[src/rtl/conv_accum9_pkg.sv]
// conv_pkg: default sizes, state encoding and saturation limit for conv_accum9.
package conv_pkg;
  localparam int TAPS_DEF = 9;
  localparam int IN_W_DEF = 8;
  localparam int ACC_W_DEF = 12;
  localparam int SAT_LIM = 2**(IN_W_DEF-1)-1;
  typedef enum logic {ST_ACC, ST_OUT} state_t;
endpackage

[src/rtl/conv_accum9_if.sv]
// conv_accum9_if: tap input stream, frame abort and result output handshake.
interface conv_accum9_if #(parameter int IN_W = 8, parameter int ACC_W = 12);
  logic clear;
  logic [IN_W-1:0] in_data;
  logic in_valid;
  logic in_ready;
  logic [ACC_W-1:0] out_sum;
  logic [IN_W-1:0] out_sm;
  logic out_sat;
  logic out_valid;
  logic out_ready;
  modport master(output clear, in_data, in_valid, out_ready, input in_ready, out_sum, out_sm, out_sat, out_valid);
  modport slave(input clear, in_data, in_valid, out_ready, output in_ready, out_sum, out_sm, out_sat, out_valid);
endinterface

[src/rtl/conv_accum9_sm_to_tc.sv]
// sm_to_tc: sign-magnitude to sign-extended two's complement; negative zero maps to 0.
module sm_to_tc #(parameter int IN_W = 8, parameter int ACC_W = 12) (
  input  logic [IN_W-1:0]  sm,
  output logic [ACC_W-1:0] tc
);
  logic [ACC_W-1:0] mag;
  assign mag = ACC_W'(sm[IN_W-2:0]);
  assign tc = sm[IN_W-1] ? -mag : mag;
endmodule

[src/rtl/conv_accum9.sv]
// conv_accum9: sums TAPS sign-magnitude products per pixel, emits two's-complement and saturated sign-magnitude results.
module conv_accum9
  import conv_pkg::*;
#(
  parameter int TAPS = TAPS_DEF,
  parameter int IN_W = IN_W_DEF,
  parameter int ACC_W = ACC_W_DEF
) (
  input logic clk,
  input logic rst_n,
  conv_accum9_if.slave bus
);
  localparam int CW = $clog2(TAPS);
  localparam logic [ACC_W-1:0] LIM = ACC_W'(2**(IN_W-1)-1);
  if (ACC_W < $clog2(TAPS*(2**(IN_W-1)-1))+1) begin : g_acc_w_check
    $error("conv_accum9: ACC_W too narrow for TAPS full-scale products");
  end
  state_t state;
  logic live;
  logic [CW-1:0] tap_cnt;
  logic [ACC_W-1:0] acc, tap, sum, mag;
  logic neg, sat, take, last;
  sm_to_tc #(.IN_W(IN_W), .ACC_W(ACC_W)) u_sm_to_tc (.sm(bus.in_data), .tc(tap));
  always_comb begin
    sum = acc + tap;
    neg = sum[ACC_W-1];
    mag = neg ? -sum : sum;
    sat = mag > LIM;
    take = bus.in_valid && bus.in_ready;
    last = tap_cnt == CW'(TAPS-1);
  end
  // live holds in_ready low until the first edge after reset release
  assign bus.in_ready = live && state == ST_ACC && !bus.clear;
  assign bus.out_valid = state == ST_OUT;
  always_ff @(posedge clk or negedge rst_n) begin
    if (!rst_n) begin
      state <= ST_ACC;
      live <= 1'b0;
      acc <= '0;
      tap_cnt <= '0;
      bus.out_sum <= '0;
      bus.out_sm <= '0;
      bus.out_sat <= 1'b0;
    end else begin
      live <= 1'b1;
      if (state == ST_ACC) begin
        if (bus.clear) begin
          acc <= '0;
          tap_cnt <= '0;
        end else if (take && last) begin
          bus.out_sum <= sum;
          bus.out_sm <= {neg, sat ? LIM[IN_W-2:0] : mag[IN_W-2:0]};
          bus.out_sat <= sat;
          acc <= '0;
          tap_cnt <= '0;
          state <= ST_OUT;
        end else if (take) begin
          acc <= sum;
          tap_cnt <= tap_cnt + CW'(1);
        end
      end else if (bus.out_ready) begin
        state <= ST_ACC;
      end
    end
  end
endmodule
[src/flat_wrapper.sv]
// flat-port wrapper written by rule: the top's interface ports become plain ports
module conv_accum9_flat import conv_pkg::*;
#(
  parameter int TAPS = TAPS_DEF,
  parameter int IN_W = IN_W_DEF,
  parameter int ACC_W = ACC_W_DEF
)
  (clk, rst_n, bus_clear, bus_in_data, bus_in_valid, bus_out_ready, bus_in_ready, bus_out_sum, bus_out_sm, bus_out_sat, bus_out_valid);
  conv_accum9_if #(.IN_W(IN_W), .ACC_W(ACC_W)) bus_i ();
  input logic clk;
  input logic rst_n;
  input wire logic [$bits(bus_i.clear)-1:0] bus_clear;
  input wire logic [$bits(bus_i.in_data)-1:0] bus_in_data;
  input wire logic [$bits(bus_i.in_valid)-1:0] bus_in_valid;
  input wire logic [$bits(bus_i.out_ready)-1:0] bus_out_ready;
  output wire logic [$bits(bus_i.in_ready)-1:0] bus_in_ready;
  output wire logic [$bits(bus_i.out_sum)-1:0] bus_out_sum;
  output wire logic [$bits(bus_i.out_sm)-1:0] bus_out_sm;
  output wire logic [$bits(bus_i.out_sat)-1:0] bus_out_sat;
  output wire logic [$bits(bus_i.out_valid)-1:0] bus_out_valid;
  assign bus_i.clear = bus_clear;
  assign bus_i.in_data = bus_in_data;
  assign bus_i.in_valid = bus_in_valid;
  assign bus_i.out_ready = bus_out_ready;
  assign bus_in_ready = bus_i.in_ready;
  assign bus_out_sum = bus_i.out_sum;
  assign bus_out_sm = bus_i.out_sm;
  assign bus_out_sat = bus_i.out_sat;
  assign bus_out_valid = bus_i.out_valid;
  conv_accum9 #(.TAPS(TAPS), .IN_W(IN_W), .ACC_W(ACC_W)) u_core (.clk(clk), .rst_n(rst_n), .bus(bus_i));
endmodule
[config.mk]
export PLATFORM = sky130hd
export DESIGN_NAME = conv_accum9_flat
export DESIGN_NICKNAME = d
export VERILOG_FILES = /design/src/rtl/conv_accum9_pkg.sv /design/src/rtl/conv_accum9_if.sv /design/src/rtl/conv_accum9_sm_to_tc.sv /design/src/rtl/conv_accum9.sv /design/src/flat_wrapper.sv
export SDC_FILE = /design/constraint.sdc
export NUM_CORES = 1
export LEC_CHECK = 0
export BUFFER_PORTS_ARGS = -buffer_cell sky130_fd_sc_hd__buf_4
export CAP_MARGIN = 25
export CELL_PAD_IN_SITES_DETAIL_PLACEMENT = 0
export CELL_PAD_IN_SITES_GLOBAL_PLACEMENT = 1
export CORE_MARGIN = 5
export CORE_UTILIZATION = 47
export DETAILED_ROUTE_END_ITERATION = 10
export PLACE_DENSITY = 0.9
export SLEW_MARGIN = 20
export SYNTH_ARGS = -nofsm -noshare
export SYNTH_HDL_FRONTEND = slang
export SYNTH_HIERARCHICAL = 1
export SYNTH_SLANG_ARGS = --single-unit
[constraint.sdc]
create_clock -name clk -period 4.39 [get_ports clk]
set_input_delay 0.878 -clock clk [delete_from_list [all_inputs] [get_ports clk]]
set_output_delay 0.878 -clock clk [all_outputs]
set_load 0.005 [all_outputs]
==> flow_summary.json <==
{
  "cts.path.max_buffers": 2,
  "drt_wl_total_um": 5500,
  "synth-async-reset-ratio_pct": 100,
  "die_width_um": 82.0,
  "drc_errors": 0,
  "fin_skew_ps": 10.9,
  "final_cell_mix": "buf_4 (45), nand2_1 (44), dfrtp_1 (38)",
  "worstPathArrival_ps": 4180,
  "diodes": 0,
  "initial_core_util_pct": 48.1,
  "startpoint_type": "input port",
  "die_h_um": 82.0,
  "finalHoldViolations": 0,
  "synthCells": 261,
  "drv_slew": 0,
  "synth_nets": 290,
  "cp_slowest_stage_delay_ps": 400,
  "rows": 26,
  "period_share_pct": 91.4,
  "hpwl_um": 4100,
  "tightestPinTransition_ps": 694,
  "wl_per_cell_um": 14.8,
  "synth-seq-cells": 38,
  "track_usage_pct": 18.3,
  "cap_violations": 0,
  "fmax_mhz": 249,
  "path_class": "input port to register",
  "ios": 36,
  "relSlewSlack_pct": 53.6,
  "drt_pass1_iterations": 4,
  "yosys_warnings": 6,
  "finalCriticalPeriod_ps": 4010,
  "ys_types": 63,
  "insertion_delay_ps": 290,
  "use_met1_pct": 25.6,
  "rsz0062_at_grt": "false",
  "hold_buffers": 0,
  "crit_fanout": 8,
  "ir_drop_mv": 0.155,
  "grt_use_met2_pct": 29.1,
  "cts-htree-levels": 2,
  "drtAntennaViolNets": 0,
  "ctsResizeCount": 0,
  "final_common_cell": "buf_4",
  "whs_ps": 486,
  "synth-edff-count": 0,
  "cts_setup_buffers": 0,
  "grt_pass1_vias": 1995,
  "globalplace.congestion": 0.753,
  "nFillCells": 487,
  "clk_pin_slew_ps": 70,
  "p_leak_nw": 1.44,
  "cp_data_required_time_ps": 4550,
  "postLayoutCellArea_mm2": 0.00289,
  "synth_flop_cell": "dfrtp_1",
  "die_area_mm2": 0.00673,
  "cp_cell_sequence": "buf_4, inv_1, ha_1, or3b_4, o31ai_1, xnor2_1, ha_1, and2_1, a21oi_2, xor2_2, nand4_1, a211o_1, o31a_4, a2111o_1",
  "synth_seq_area_share_pct": 39.0,
  "cpMostUsedCell": "ha_1",
  "syn_avg_cell_area_um2": 9.34,
  "synthesis.area_mm2": 0.00244,
  "r2r_cells": 11,
  "placed_cell_area_mm2": 0.00280,
  "root_buffer": "clkbuf_8",
  "drive_gt1_share_pct": 24.3,
  "vias": 2031,
  "first_iter_violations": 104,
  "outcome": "complete, no violations",
  "overflow": 0,
  "viasPerCell": 5.47,
  "portBuffers": 35,
  "antenna_found_initial": 0,
  "grt_max_degree": 39,
  "setup_viol": 0,
  "nets": 331,
  "holdPathStages": 2,
  "cpMaxStageDelayCell": "or3b_4",
  "pwr_density_cell_mw_per_mm2": 309,
  "area_growth_pct": 18.4,
  "coreArea_mm2": 0.00507,
  "grt_pass1_wl_um": 9470,
  "final.setup.tns_ps": 0,
  "cts_buffers": 5,
  "worstHoldPathType": "register to register",
  "grt_use_met3_pct": 3.18,
  "busiest_layer": "met2",
  "clock_sinks": 38,
  "cts_tree": "yes",
  "worst_setup_path_end_kind": "register"
}
path summary, 6_finish.rpt:
check                                                        from                                 end  slack, ps
worst max-delay path                               bus_in_data[0]    u_core/bus.out_sm[2]$_DFFE_PN0P_        380
worst min-delay path            u_core/bus.out_sum[5]$_DFFE_PN0P_   u_core/bus.out_sum[5]$_DFFE_PN0P_        490
worst max register to register          u_core/acc[0]$_DFFE_PN0P_    u_core/bus.out_sm[2]$_DFFE_PN0P_       1220
worst min register to register  u_core/bus.out_sum[5]$_DFFE_PN0P_   u_core/bus.out_sum[5]$_DFFE_PN0P_        490
max in group asynchronous                                   rst_n  u_core/bus.out_sum[10]$_DFFE_PN0P_       3500
min in group asynchronous                                   rst_n           u_core/acc[7]$_DFFE_PN0P_        550
worst max-delay path, delay by kind of cell:
kind	cells	cell delay, ps
fa+ha+maj	2	430
simple gates	3	730
xor+xnor	2	460
buf+inv	2	170
compound gates	5	1510
synth_stat cells (3+ instances only):
cell type,count,area (µm²)
a211o_2,3,30.0
a21o_1,3,22.5
a21oi_1,6,30.0
buf_4,3,22.5
clkbuf_1,7,26.3
dfrtp_1,38,951
ha_1,15,188
inv_1,11,41.3
nand2_1,44,165
nand2b_1,3,18.8
nand3_1,3,15.0
nor2_1,15,56.3
nor3_1,4,20.0
nor3b_1,4,30.0
o21ai_0,26,130
o41a_1,4,45.0
or2_2,3,18.8
xnor2_1,5,43.8
xor2_1,7,61.3
flip-flops by register name, summed over array words and instances (netlist names):
signal,count
u_core/live,1
u_core/bus.out_sum,12
u_core/acc,12
u_core/bus.out_valid,1
u_core/bus.out_sat,1
u_core/tap_cnt,4
u_core/bus.out_sm,7
area by class of cell:
type	count	area, µm²	area share, %
clock buffers	6	82.6	2.86
flip-flops and latches	38	951	32.9
repair buffers	45	338	11.7
well taps	70	87.6	3.03
multi-input cells	201	1390	48.0
inverters	11	41.3	1.43
routing by layer:
metal | vias to the layer above | routed length (µm)
li1 | 1013 | -
met1 | 976 | 2690
met2 | 35 | 2520
met3 | 7 | 217
met4 | 0 | 68
met5 | - | 0
cells by family after synthesis:
| logic type | count (synthesis) | share of synthesized area (%) |
|---|---|---|
| xor gates and xnor gates | 15 | 6.31 |
| and+or+nand+nor | 94 | 19.1 |
| muxes | 1 | 0.410 |
| AOI/OAI and AO/OA | 74 | 22.3 |
| buffers and inverters | 22 | 4.16 |
| adders and majority gates | 16 | 8.52 |
| other | 1 | 0.154 |
| DFF | 38 | 39.0 |
report_power, final:
part,total [mW],internal (mW),leakage (nW),switching (mW)
combinational,0.282,0.118,0.871,0.164
clock,0.237,0.121,0.0431,0.116
sequential,0.372,0.363,0.523,0.00908
total,0.891,0.602,1.44,0.289
stage by stage:
step	worst slack (ps)	std cells	utilization, %	total power [mW]
2_1_floorplan	374	261	-	0.564
3_3_place_gp	183	365	55.3	0.654
3_5_place_dp	87.9	365	55.3	0.659
4_1_cts	383	371	56.9	0.897
5_1_grt	202	371	56.9	0.945
6_report	376	371	56.9	0.891
No activity file was read; power rests on OpenSTA's default activity.
